**src/rtl/request_output_mux_if.sv**
```systemverilog
// request_output_mux_if: request channel and transport pipe handshake bundle.
interface request_output_mux_if #(
  parameter int NUM_CH     = 4,
  parameter int ARG_WIDTH  = 64,
  parameter int BEAT_WIDTH = 32
);
  logic [NUM_CH-1:0]           request_ena;
  logic [NUM_CH-1:0]           request_rdy;
  logic [NUM_CH*ARG_WIDTH-1:0] request_v;
  logic                        enq_ena;
  logic                        enq_last;
  logic                        enq_rdy;
  logic [BEAT_WIDTH-1:0]       enq_v;
  modport master (output request_ena, request_v, enq_rdy,
                  input  request_rdy, enq_ena, enq_v, enq_last);
  modport slave  (input  request_ena, request_v, enq_rdy,
                  output request_rdy, enq_ena, enq_v, enq_last);
endinterface

```
**src/rtl/request_output_mux.sv**
```systemverilog
// request_output_mux: round-robin request arbiter, message FIFO and beat serialiser onto the pipe.
module request_output_mux #(
  parameter  int NUM_CH     = 4,
  parameter  int ARG_WIDTH  = 64,
  parameter  int ID_WIDTH   = 32,
  parameter  int BEAT_WIDTH = 32,
  parameter  int DEPTH      = 4,
  localparam int CW         = $clog2(DEPTH) + 1
) (
  input  logic                   CLK,
  input  logic                   RST,
  request_output_mux_if.slave    bus,
  output logic [CW-1:0]          count
);
  localparam int MSG_WIDTH = ARG_WIDTH + ID_WIDTH;
  localparam int BEATS     = (MSG_WIDTH + BEAT_WIDTH - 1) / BEAT_WIDTH;
  localparam int PW        = BEATS * BEAT_WIDTH;
  localparam int AW        = $clog2(DEPTH);
  localparam int BW        = BEATS > 1 ? $clog2(BEATS) : 1;
  localparam int CHW       = NUM_CH > 1 ? $clog2(NUM_CH) : 1;

  logic [PW-1:0]     mem [DEPTH];
  logic [AW-1:0]     wp, rp;
  logic [BW-1:0]     beat;
  logic [CHW-1:0]    rr, g;
  logic [NUM_CH-1:0] grant;
  logic [PW-1:0]     msg;
  logic              full, push, pop, last;

  always_comb begin
    grant = '0;
    g     = '0;
    for (int k = 0; k < NUM_CH; k++)
      if (grant == '0 && bus.request_ena[(int'(rr) + k) % NUM_CH]) begin
        grant[(int'(rr) + k) % NUM_CH] = 1'b1;
        g = CHW'((int'(rr) + k) % NUM_CH);
      end
  end

  // full looks at registered occupancy only, so a same-cycle pop never frees a slot
  assign full            = count == CW'(DEPTH);
  assign bus.request_rdy = (full || RST) ? '0 : grant;
  assign push            = |(bus.request_ena & bus.request_rdy);
  assign msg             = PW'({bus.request_v[int'(g)*ARG_WIDTH +: ARG_WIDTH], ID_WIDTH'(g) + ID_WIDTH'(1)});

  assign last         = beat == BW'(BEATS - 1);
  assign bus.enq_ena  = count != '0;
  assign bus.enq_last = bus.enq_ena && last;
  assign bus.enq_v    = bus.enq_ena ? mem[rp][int'(beat)*BEAT_WIDTH +: BEAT_WIDTH] : '0;
  assign pop          = bus.enq_ena && bus.enq_rdy && last;

  always_ff @(posedge CLK)
    if (push) mem[wp] <= msg;

  always_ff @(posedge CLK or posedge RST)
    if (RST) begin
      wp    <= '0;
      rp    <= '0;
      rr    <= '0;
      beat  <= '0;
      count <= '0;
    end else begin
      if (push) begin
        wp <= wp + 1'b1;
        rr <= (int'(g) == NUM_CH - 1) ? '0 : g + 1'b1;
      end
      if (pop) rp <= rp + 1'b1;
      if (bus.enq_ena && bus.enq_rdy) beat <= last ? '0 : beat + 1'b1;
      count <= count + CW'(push) - CW'(pop);
    end
endmodule

```
**src/flat_wrapper.sv**
```systemverilog
// flat-port wrapper written by rule: the top's interface ports become plain ports
module request_output_mux_flat 
#(
  parameter  int NUM_CH     = 4,
  parameter  int ARG_WIDTH  = 64,
  parameter  int ID_WIDTH   = 32,
  parameter  int BEAT_WIDTH = 32,
  parameter  int DEPTH      = 4,
  localparam int CW         = $clog2(DEPTH) + 1
)
  (CLK, RST, count, bus_request_ena, bus_request_v, bus_enq_rdy, bus_request_rdy, bus_enq_ena, bus_enq_v, bus_enq_last);
  request_output_mux_if #(.NUM_CH(NUM_CH), .ARG_WIDTH(ARG_WIDTH), .BEAT_WIDTH(BEAT_WIDTH)) bus_i ();
  input  logic CLK;
  input  logic RST;
  output logic [CW-1:0] count;
  input wire logic [$bits(bus_i.request_ena)-1:0] bus_request_ena;
  input wire logic [$bits(bus_i.request_v)-1:0] bus_request_v;
  input wire logic [$bits(bus_i.enq_rdy)-1:0] bus_enq_rdy;
  output wire logic [$bits(bus_i.request_rdy)-1:0] bus_request_rdy;
  output wire logic [$bits(bus_i.enq_ena)-1:0] bus_enq_ena;
  output wire logic [$bits(bus_i.enq_v)-1:0] bus_enq_v;
  output wire logic [$bits(bus_i.enq_last)-1:0] bus_enq_last;
  assign bus_i.request_ena = bus_request_ena;
  assign bus_i.request_v = bus_request_v;
  assign bus_i.enq_rdy = bus_enq_rdy;
  assign bus_request_rdy = bus_i.request_rdy;
  assign bus_enq_ena = bus_i.enq_ena;
  assign bus_enq_v = bus_i.enq_v;
  assign bus_enq_last = bus_i.enq_last;
  request_output_mux #(.NUM_CH(NUM_CH), .ARG_WIDTH(ARG_WIDTH), .ID_WIDTH(ID_WIDTH), .BEAT_WIDTH(BEAT_WIDTH), .DEPTH(DEPTH)) u_core (.CLK(CLK), .RST(RST), .bus(bus_i), .count(count));
endmodule
```
**config.mk**
```make
export PLATFORM = sky130hd
export DESIGN_NAME = request_output_mux_flat
export DESIGN_NICKNAME = d
export VERILOG_FILES = /design/src/rtl/request_output_mux_if.sv /design/src/rtl/request_output_mux.sv /design/src/flat_wrapper.sv
export SDC_FILE = /design/constraint.sdc
export NUM_CORES = 1
export LEC_CHECK = 0
export CAP_MARGIN = 15
export CORE_ASPECT_RATIO = 0.75
export CORE_UTILIZATION = 40
export DETAILED_ROUTE_END_ITERATION = 10
export PLACE_DENSITY_LB_ADDON = 0.25
export SLEW_MARGIN = 20
export SYNTH_ARGS = -nofsm -noshare
export SYNTH_HDL_FRONTEND = slang
export SYNTH_SLANG_ARGS = --single-unit
```
**constraint.sdc**
```tcl
create_clock -name CLK -period 5 [get_ports CLK]
set_clock_uncertainty 0.05 [all_clocks]
set_input_delay 1.25 -clock CLK [delete_from_list [all_inputs] [get_ports CLK]]
set_output_delay 1.25 -clock CLK [all_outputs]
set_load 0.01 [all_outputs]
```
# == After elaboration in Yosys (flattened, before gate mapping) ==
# Memory sizes are Yosys's and may differ from the RTL's.
# Index checks and enable logic that the tools add are counted.
# totals
mem_count,1
wordCells,88
register_bits,11
ramBits,268
input_bits,263
# op_classes
n_reduce_logical,19
shifts,2
n_mux,33
addsub,10
n_bitwise,7
eq_ne,3
n_lt_le_gt_ge,8
# memory_table
memory,depth,width,rd,rd_ports_with_merged_regs,wr,line_no,rtl
u_core.mem,4,67,1,0,1,request_output_mux.sv:22,logic [PW-1:0] mem [DEPTH];
# ops
cell,n
$shiftx 256x9->64,1
$shiftx 96x8->32,1
$mux 32,1
$mux 4,5
$mux 1,13
$logic_not 4->1,3
$lt 3x4->1 const B,3
$mux 2,6
$or 4x4->4,3
$add 2x1->2 const B,5
$logic_and 1x1->1,10
$ge 3x1->1 const B,3
$bmux 1 s2,4
$demux 1 s2,4
$reduce_or 2->1,3
$add 2x2->2 const B,2
$and 4x4->4,1
$reduce_or 4->1,1
$add 2x1->3 const B,1
$add 3x1->3,1
$and 1x1->1 const A,3
$eq 3x3->1 const B,1
$lt 2x3->1 const B,1
$reduce_bool 3->1,1
5 further kinds,5

# == Logic depth before layout (Yosys ltp) ==
# Gate-level depths: netlist of run 1.
# depth
word_depth,20
mapped_depth,16
depth_no_buf,15

# == Worst setup path after synthesis of run 1 ==
# Ideal clock, no wire load.
# synth_timing
kind,input to register
from,input bus_request_ena[3]
to,"memory u_core.mem[0][0] (netlist name), enable pin"
setup_slack_ns,-0.415
arrival_time_ns,4.932
required_ns,4.518
path_stages,9
path_buffers,0
cell_sequence,mux4_2 -> a21boi_4 -> a22o_1 -> nor4_2 -> nor4_4 -> and3_1 -> a221oi_2 -> o211ai_2 -> and2_1
# synth_between
elab_chain_len,17
elab_cells_between_ends,29
# synth_lines
element,line_no,rtl
start: declaration,flat_wrapper.sv:16,input wire logic [$bits(bus_i.request_ena)-1:0] bus_request_ena;
$bmux 1 s2,request_output_mux.sv:34,if (grant == '0 && bus.request_ena[(int'(rr) + k) % NUM_CH]) begin
$mux 1 (not written as such),request_output_mux.sv:34,
$mux 4,request_output_mux.sv:34,
$logic_not 4->1,request_output_mux.sv:34,
$logic_and 1x1->1,request_output_mux.sv:34,
$mux 4,request_output_mux.sv:34,
$logic_not 4->1,request_output_mux.sv:34,
$logic_and 1x1->1,request_output_mux.sv:34,
(+2 left out),--,
$logic_and 1x1->1,request_output_mux.sv:34,
$mux 4,request_output_mux.sv:34,
$mux 4,request_output_mux.sv:42,assign bus.request_rdy = (full || RST) ? '0 : grant;
$and 4x4->4 (*),request_output_mux.sv:43,assign push = |(bus.request_ena & bus.request_rdy);
$reduce_or 4->1 (*),request_output_mux.sv:43,
named net u_core.push,request_output_mux.sv:28,"logic full, push, pop, last;"
$mux 1 (*),request_output_mux.sv:53,if (push) mem[wp] <= msg;
$mux 1 (not written as such) (*),request_output_mux.sv:53,
end: declaration,request_output_mux.sv:22,
# Mark *: on every way through the listed nets, which the timed path passes. The rest lies on a longest branch. The select of a mux whose other input is x is not followed.

# == Worst setup path after layout of run 1 ==
# layout_timing
from,input bus_request_ena[3]
to,output bus_request_rdy[2]
# layout_between
elab_chain_len,13
elab_cells_between_ends,25
# layout_lines
element,line_no,rtl
$bmux 1 s2,request_output_mux.sv:34,
$mux 1 (not written as such),request_output_mux.sv:34,
$mux 4,request_output_mux.sv:34,
$logic_not 4->1,request_output_mux.sv:34,
$logic_and 1x1->1,request_output_mux.sv:34,
$mux 4,request_output_mux.sv:34,
$logic_not 4->1,request_output_mux.sv:34,
$logic_and 1x1->1,request_output_mux.sv:34,
$mux 4,request_output_mux.sv:34,
$logic_not 4->1,request_output_mux.sv:34,
$logic_and 1x1->1,request_output_mux.sv:34,
$mux 4 (*),request_output_mux.sv:34,
$mux 4 (*),request_output_mux.sv:42,
end: declaration,flat_wrapper.sv:19,output wire logic [$bits(bus_i.request_rdy)-1:0] bus_request_rdy;
# Every way passes the cells marked *; elsewhere a longest branch is shown, timed or not. The select of a mux whose other input is x is not followed.

==> results of run 1 <==
==> flip-flops by register name, summed over array words and instances (netlist names) <==
register      cells
u_core.count      3
u_core.wp         2
u_core.beat       2
u_core.mem      268
u_core.rr         2
u_core.rp         2
==> stage by stage <==
| stage | area (um2) | worst slack (ns) | TNS (ns) |
|---|---|---|---|
| after floorplan | 13100 | 0.304 | 0 |
| after detailed placement | 17400 | -0.481 | -1.54 |
| after global routing | 18300 | -0.0300 | -0.0300 |
| after CTS | 18200 | 0.0336 | 0 |
| final | 18300 | 0.0743 | 0 |
| after global placement | 17400 | -0.487 | -1.55 |
==> cells by family after synthesis <==
| kind of cell | share of synthesized area (%) |
|---|---|
| mux | 12.7 |
| xor+xnor | 0.334 |
| compound gates | 11.1 |
| fa+ha+maj | 1.58 |
| simple gates | 7.73 |
| buf+inv | 3.12 |
| flops | 63.5 |
==> routing by layer <==
metal / GRT usage, % / vias up / part of all wire [%]
li1: - / 4312 / -
met1: 29.0 / 4553 / 44
met2: 34.1 / 296 / 47
met3: 4.45 / 49 / 6.6
met4: 5.43 / 4 / 2.4
met5: 0 / - / 0.084
==> worst register-to-register path, stage by stage (launching register included) <==
cell and delay [ns]:
dfrtp_1 0.39, inv_1 0.12, ha_1 0.36, mux4_2 0.52, a21boi_4 0.17, buf_4 0.15
a22o_1 0.23, nor4_4 0.30, buf_4 0.15, buf_4 0.11, nand3_2 0.09, mux2_4 0.38
inv_4 0.14, buf_12 0.21, nand2_1 0.10, a32oi_1 0.41
==> cell usage in the layout (no fill, tap or decap), drive strengths merged, types with 3 or more instances in the layout <==
master / n
and2: 5
a22o: 30
inv: 15
nand2: 206
a21o: 4
clkinv: 11
a32oi: 64
mux4: 66
edfxtp: 268
nand3: 4
mux2: 4
clkbuf: 31
buf: 107
dlygate4sd2: 4
xnor2: 4
mux2i: 13
dfrtp: 11
nor2: 18
ha: 15
o21ai: 10
nor3: 4
clkdlybuf4s50: 295
clkinvlp: 3
a21oi: 76
nand2b: 4
==> timing repair <==
| action | CTS | global route |
|---|---|---|
| pin swaps | 3 | 5 |
| endpoints found under the setup margin | 4 | 4 |
| resized for setup | 15 | 6 |
| hold buffers | 0 | 0 |
| buffers inserted | 3 | 2 |
==> worst min path at each step <==
stage,startpoint,endpoint,slack [ns],cells after the start
finish,u_core.wp[1],u_core.wp[1],0.54,1
global route,u_core.wp[1],u_core.wp[1],0.55,1
CTS,u_core.wp[1],u_core.wp[1],0.54,1
detailed placement,u_core.wp[1],u_core.wp[1],0.53,1
global placement,u_core.wp[1],u_core.wp[1],0.51,1
floorplan,u_core.wp[1],u_core.wp[1],0.48,1
==> cell type report <==
type / count / share of cell area (%)
repair buffers: 410 / 22.3
flip-flops and latches: 279 / 45.6
diodes: 1 / 0.0137
multi-input cells: 550 / 24.3
clock buffers: 29 / 3.74
inverters: 14 / 0.301
well taps: 442 / 3.03
clock inverters: 16 / 0.651
==> flow_summary.ini, run 1 <==
[worst_setup_path]
crit_required_ns = 3.70
start_kind = input pin
criticalPathCategory = input pin to output port
startpoint = bus_request_ena[3]
crit_family = buffers and inverters
r2r-start = u_core.rr[0]
slowest_stage = mux4_2
critical_path.max_stage_delay_ns = 0.52
worstSetupPathDepth = 11
timing.rr.end = u_core.mem[1][54]
endpoint_kind = output port
regToRegSetupSlack_ns = 0.84
path_cells = dlygate4sd2_1 -> mux4_2 -> buf_4 -> inv_1 -> nand2_1 -> a2111oi_4 -> nor4_4 -> and3_1 -> a221oi_2 -> nor2_1 -> clkdlybuf4s15_2
r2r_cells = 15
arrival_ns = 3.63
worst-path-buf-inv = 4
crit_fanout = 5
cp-endpoint = bus_request_rdy[2]

[routing]
via_per_inst = 5.29
drc = 0
dr.pass1.iters = 7
vias = 9214
drtIter0Drc = 567
final_antenna_net_count = 0
wl_per_cell_um = 20.6
wirelength_um = 35800

[final_layout]
final_cells = 1741
regArea_um2 = 8330
n_fill_cell = 2656
nets = 1561
area_growth_pct = 39.2
layout-drive-gt1-share_pct = 18.5
multi_input_area_um2 = 4440
fin_util_pct = 56.5

[placement]
dp_hpwl_um = 26200
dp_cells = 1690
numPortBuffers = 303
place_congestion = 0.830

[synthesis]
synth_top_area_cell = edfxtp_1
synth_cells = 909
synth_edf_count = 268
syn_area_um2 = 13100
ys_ff_latch = 279
synth_async_sr_flop_share_pct = 3.94
synth_flop_cell = edfxtp_1
syn_avg_cell_area_um2 = 14.4
synthTopCellsByCount = 268 x edfxtp_1, 206 x nand2_1, 75 x a21oi_1, 66 x mux4_2, 64 x a32oi_1
synthDistinctLibCells = 51
synth_most_common_cell = edfxtp_1
ys_top_cells_by_area = edfxtp_1 61%, mux4_2 11%, nand2_1 5.9%
yosys.area.top_type_share_pct = 61.4
yosysWarnings = 0
syn_nets = 1188
ys_seq_area_share_pct = 63.5

[timing]
relSlewSlack_pct = 42.4
post-route-period-util_pct = 98.5
fmax_mhz = 203
slew_viol_final = 0
rsz0062_at_grt = true
min_period_ns = 4.93
holdWs_ns = 0.536
setup_viol = 0
worst_slew_pin_slew_ns = 0.863
hold_viol = 0

[die]
initial_core_util_pct = 40.6
coreArea_um2 = 32300
fp.dieH_um = 159
row_count = 57
fp.dieW_um = 211
die_area_um2 = 33500
pin_count = 304

[cts]
cts-buffers-inserted = 27
cts_root_buffer = clkbuf_16
tritoncts_num_sinks = 279
insertion_delay_ns = 0.55
clk_path_buf_depth = 3
htree_num_levels = 1
clk_pin_slew_ns = 0.06
cts_tree = built

[global_route]
grt_use_total_pct = 21.1
grt_max_degree = 65
grt_pass1_wl_um = 53400
grt-ovfl-total = 0
antenna_found_initial = 2
grt_pass1_vias = 9275

[outcome]
status = complete, no violations

[hold_path]
hold_path_class = register to register

[job]
maxCapViolCount = 0
Power of run 1 is left out: the tool's default activity adds up to more than one toggle a clock period on the data nets, which glitch-free logic cannot reach.
==> inputs of run 2 (changes only) <==
Settings changed: CTS_BUF_LIST set to sky130_fd_sc_hd__clkbuf_16.
==> flow_summary.ini, run 2 (synthesis gave the netlist of run 1 again) <==
[worst_setup_path]
path_cells = dlygate4sd2_1 -> mux4_2 -> buf_4 -> inv_1 -> nand2_1 -> a2111oi_4 -> nor4_4 -> and3_1 -> a221oi_2 -> nor2_1 -> clkdlybuf4s15_2
slowest_stage = mux4_2
timing.rr.end = u_core.mem[0][25]
endpoint_kind = output port
start_kind = input pin
r2r_cells = 15
crit_family = buffers and inverters
criticalPathCategory = input pin to output port
arrival_ns = 3.62
r2r-start = u_core.rr[0]
crit_fanout = 5
crit_required_ns = 3.70
critical_path.max_stage_delay_ns = 0.52
worst-path-buf-inv = 4
regToRegSetupSlack_ns = 0.84

[timing]
worst_slew_pin_slew_ns = 0.861
slew_viol_final = 0
holdWs_ns = 0.536
hold_viol = 0
min_period_ns = 4.92
fmax_mhz = 203
relSlewSlack_pct = 42.6
tns_ns = 0
setup_viol = 0
rsz0062_at_grt = true
post-route-period-util_pct = 98.4

[final_layout]
regMostFlops = u_core.mem
reg_top3 = u_core.mem x268, u_core.count x3
area_growth_pct = 39.2
fin_area_um2 = 18300
layout_common_cells = 295 x clkdlybuf4s50_1, 268 x edfxtp_1, 206 x nand2_1
multi_input_area_um2 = 4440
final_common_cell = clkdlybuf4s50_1
n_fill_cell = 2656
regArea_um2 = 8330
fin_util_pct = 56.5
nets = 1561
largest_register_ff_count = 268
layout-drive-gt1-share_pct = 18.5

[hold_path]
hold_path_class = register to register
holdCritStartpoint = u_core.wp[1]
whs_endpoint = u_core.wp[1]
hold_depth = 1

[cts]
clk_path_buf_depth = 3
cts_hold_buf = 0
insertion_delay_ns = 0.55
clk_pin_slew_ns = 0.06
cts_tree = built
cts-buffers-inserted = 27
htree_num_levels = 1
tritoncts_num_sinks = 279
cts_root_buffer = clkbuf_16

[routing]
wl_per_cell_um = 20.6
final_antenna_net_count = 0
dr.pass1.iters = 7
via_per_inst = 5.29
drc = 0
wirelength_um = 35800
drtIter0Drc = 556
vias = 9213

[global_route]
grt-ovfl-total = 0
antenna_found_initial = 2
grt_pass1_wl_um = 53400
grt_use_total_pct = 21.1
grt_pass1_vias = 9275
grt_max_degree = 65

[die]
pin_count = 304
die_area_um2 = 33500
fp.dieH_um = 159
initial_core_util_pct = 40.6
fp.dieW_um = 211
row_count = 57
coreArea_um2 = 32300

[job]
maxCapViolCount = 0

[placement]
dp_hpwl_um = 26200
place_congestion = 0.830
post_dp_cell_area_um2 = 17400
numPortBuffers = 303

[outcome]
status = complete, no violations
[run 2: worst max-delay path by stage]
stage	slack, ns	start	endpoint	depth (start not counted)
global route	-0.03	bus_request_ena[3]	bus_request_rdy[2]	11
global placement	-0.49	bus_request_ena[0]	bus_request_rdy[2]	10
CTS	0.03	bus_request_ena[3]	bus_request_rdy[2]	11
finish	0.08	bus_request_ena[3]	bus_request_rdy[2]	11
floorplan	0.30	bus_request_ena[3]	u_core.mem[0][0]	9
detailed placement	-0.48	bus_request_ena[1]	bus_request_rdy[2]	10
[run 2: repair_timing]
item	CTS	global route
setup endpoints to repair	4	4
setup buffers	3	2
pin swaps	3	5
gates resized for setup	15	6
[run 2: per-layer routing]
| layer | GRT usage (%) | wire length [um] | vias to the layer above |
|---|---|---|---|
| met1 | 29.0 | 15800 | 4559 |
| met5 | 0 | 30 | - |
| met2 | 34.1 | 16700 | 289 |
| met3 | 4.45 | 2380 | 49 |
| li1 | - | - | 4312 |
| met4 | 5.43 | 870 | 4 |
[run 2: cell type report]
cell class	instances	area share, %
repair buffers	410	22.3
inverters	14	0.301
clock inverters	18	0.692
clock buffers	27	3.70
multi-input cells	550	24.3
diodes	1	0.0137
flip-flops and latches	279	45.6
well taps	442	3.03
[run 2: per-stage QoR]
step	instances	worst slack, ns
global placement	1690	-0.487
global route	1740	-0.0300
floorplan	909	0.304
finish	1741	0.0786
detailed placement	1690	-0.481
CTS	1738	0.0336
Power of run 2 is left out for the same reason.
==> inputs of run 3 (changes only) <==
Settings changed: MAX_ROUTING_LAYER set to met4.
==> flow_summary.ini, run 3 (synthesis gave the netlist of run 1 again) <==
[worst_setup_path]
criticalPathCategory = input pin to output port
cp_common_cell = dlygate4sd2_1
worst-path-buf-inv = 3
slowest_stage = mux4_2
crit_family = compound AO/OA/AOI/OAI gates
critical_path.max_stage_delay_ns = 0.49
crit_required_ns = 3.70
crit_fanout = 4
endpoint_kind = output port
r2r_cells = 15
regToRegSetupSlack_ns = 0.73
start_kind = input pin
r2r-start = u_core.rr[0]
timing.rr.end = u_core.mem[0][24]
arrival_ns = 3.55
path_cells = dlygate4sd2_1 -> mux4_2 -> a21boi_4 -> a22o_2 -> buf_4 -> nand2b_1 -> a21o_1 -> nor2_2 -> nand3_1 -> a21oi_1 -> dlygate4sd2_1

[timing]
min_period_ns = 4.85
post-route-period-util_pct = 97.0
relSlewSlack_pct = 49.3
setup_ws_ns = 0.152
rsz0062_at_grt = false
hold_viol = 0
worst_slew_pin_slew_ns = 0.761
tns_ns = 0
setup_viol = 0
fmax_mhz = 206
slew_viol_final = 0

[final_layout]
reg_top3 = u_core.mem x268, u_core.count x3
layout-drive-gt1-share_pct = 18.6
largest_register_ff_count = 268
final_cells = 1749
nets = 1567
final_common_cell = clkdlybuf4s50_1
area_growth_pct = 40.1
layout_common_cells = 295 x clkdlybuf4s50_1, 268 x edfxtp_1, 206 x nand2_1
regMostFlops = u_core.mem

[global_route]
grt_pass1_vias = 9700
grt_max_degree = 65
grt_pass1_wl_um = 55600
grt_use_total_pct = 22.4
grt-ovfl-total = 0
antenna_found_initial = 1

[routing]
top_layer = met4
routed-wl-met3_um = 2470
vias = 9337
final_antenna_net_count = 0
met2WireLength_um = 16800
wirelength_um = 36400
via_per_inst = 5.34
drc = 0
dr.pass1.iters = 7
wl_met1_um = 16500
drtIter0Drc = 760
wl_per_cell_um = 20.8

[cts]
insertion_delay_ns = 0.52
htree_num_levels = 1
cts-buffers-inserted = 26
cts_hold_buf = 0
cts_tree = built
tritoncts_num_sinks = 279
clk_pin_slew_ns = 0.06
cts_root_buffer = clkbuf_16
clk_path_buf_depth = 3

[placement]
dp_cells = 1700
numPortBuffers = 303
place_congestion = 0.845
dp_hpwl_um = 26800
pre_cts_slack_ns = -0.459

[die]
coreArea_um2 = 32300
die_area_um2 = 33500
row_count = 57
fp.dieW_um = 211
pin_count = 304
fp.dieH_um = 159
initial_core_util_pct = 40.6

[outcome]
status = complete, no violations

[hold_path]
holdCritStartpoint = u_core.wp[1]
hold_depth = 1
whs_endpoint = u_core.wp[1]
hold_path_class = register to register

[job]
maxCapViolCount = 0
[run 3: how the worst max path moves through the flow]
stage | startpoint | endpoint | slack [ns] | cells after the start
finish | bus_request_ena[2] | bus_request_rdy[0] | 0.15 | 11
global route | bus_request_ena[2] | bus_request_rdy[0] | 0.009 | 11
CTS | bus_request_ena[3] | bus_request_rdy[2] | 0.12 | 11
detailed placement | bus_request_ena[1] | bus_request_rdy[2] | -0.46 | 10
global placement | bus_request_ena[0] | bus_request_rdy[2] | -0.49 | 10
floorplan | bus_request_ena[3] | u_core.mem[0][0] | 0.30 | 9
[run 3: repair_timing]
action,CTS,global route
setup buffers,2,0
endpoints found under the setup margin,4,2
gates resized for setup,20,1
pin swaps,3,1
[run 3: routing by layer]
metal	vias up	global-route usage, %
met3	45	4.27
li1	4328	-
met1	4647	31.0
met4	0	4.45
met5	-	-
met2	317	34.7
[run 3: layout make-up]
cell class                 count  area [um2]
timing repair buffer         417        4170
multi-input combinational    550        4440
clock buffer                  26         651
inverter                      14        55.1
fill                        2605       13900
tap                          442         553
sequential                   279        8330
clock inverter                20         170
antenna                        1        2.50
[run 3: metrics by stage]
step / hold slack [ns] / utilization, % / area [um2]
final: 0.542 / 56.9 / 18400
after global placement: 0.511 / 54.2 / 17500
after floorplan: 0.484 / - / 13100
after CTS: 0.540 / 56.8 / 18400
after global routing: 0.565 / 56.9 / 18400
after detailed placement: 0.514 / 54.2 / 17500
Power of run 3 is left out for the same reason.
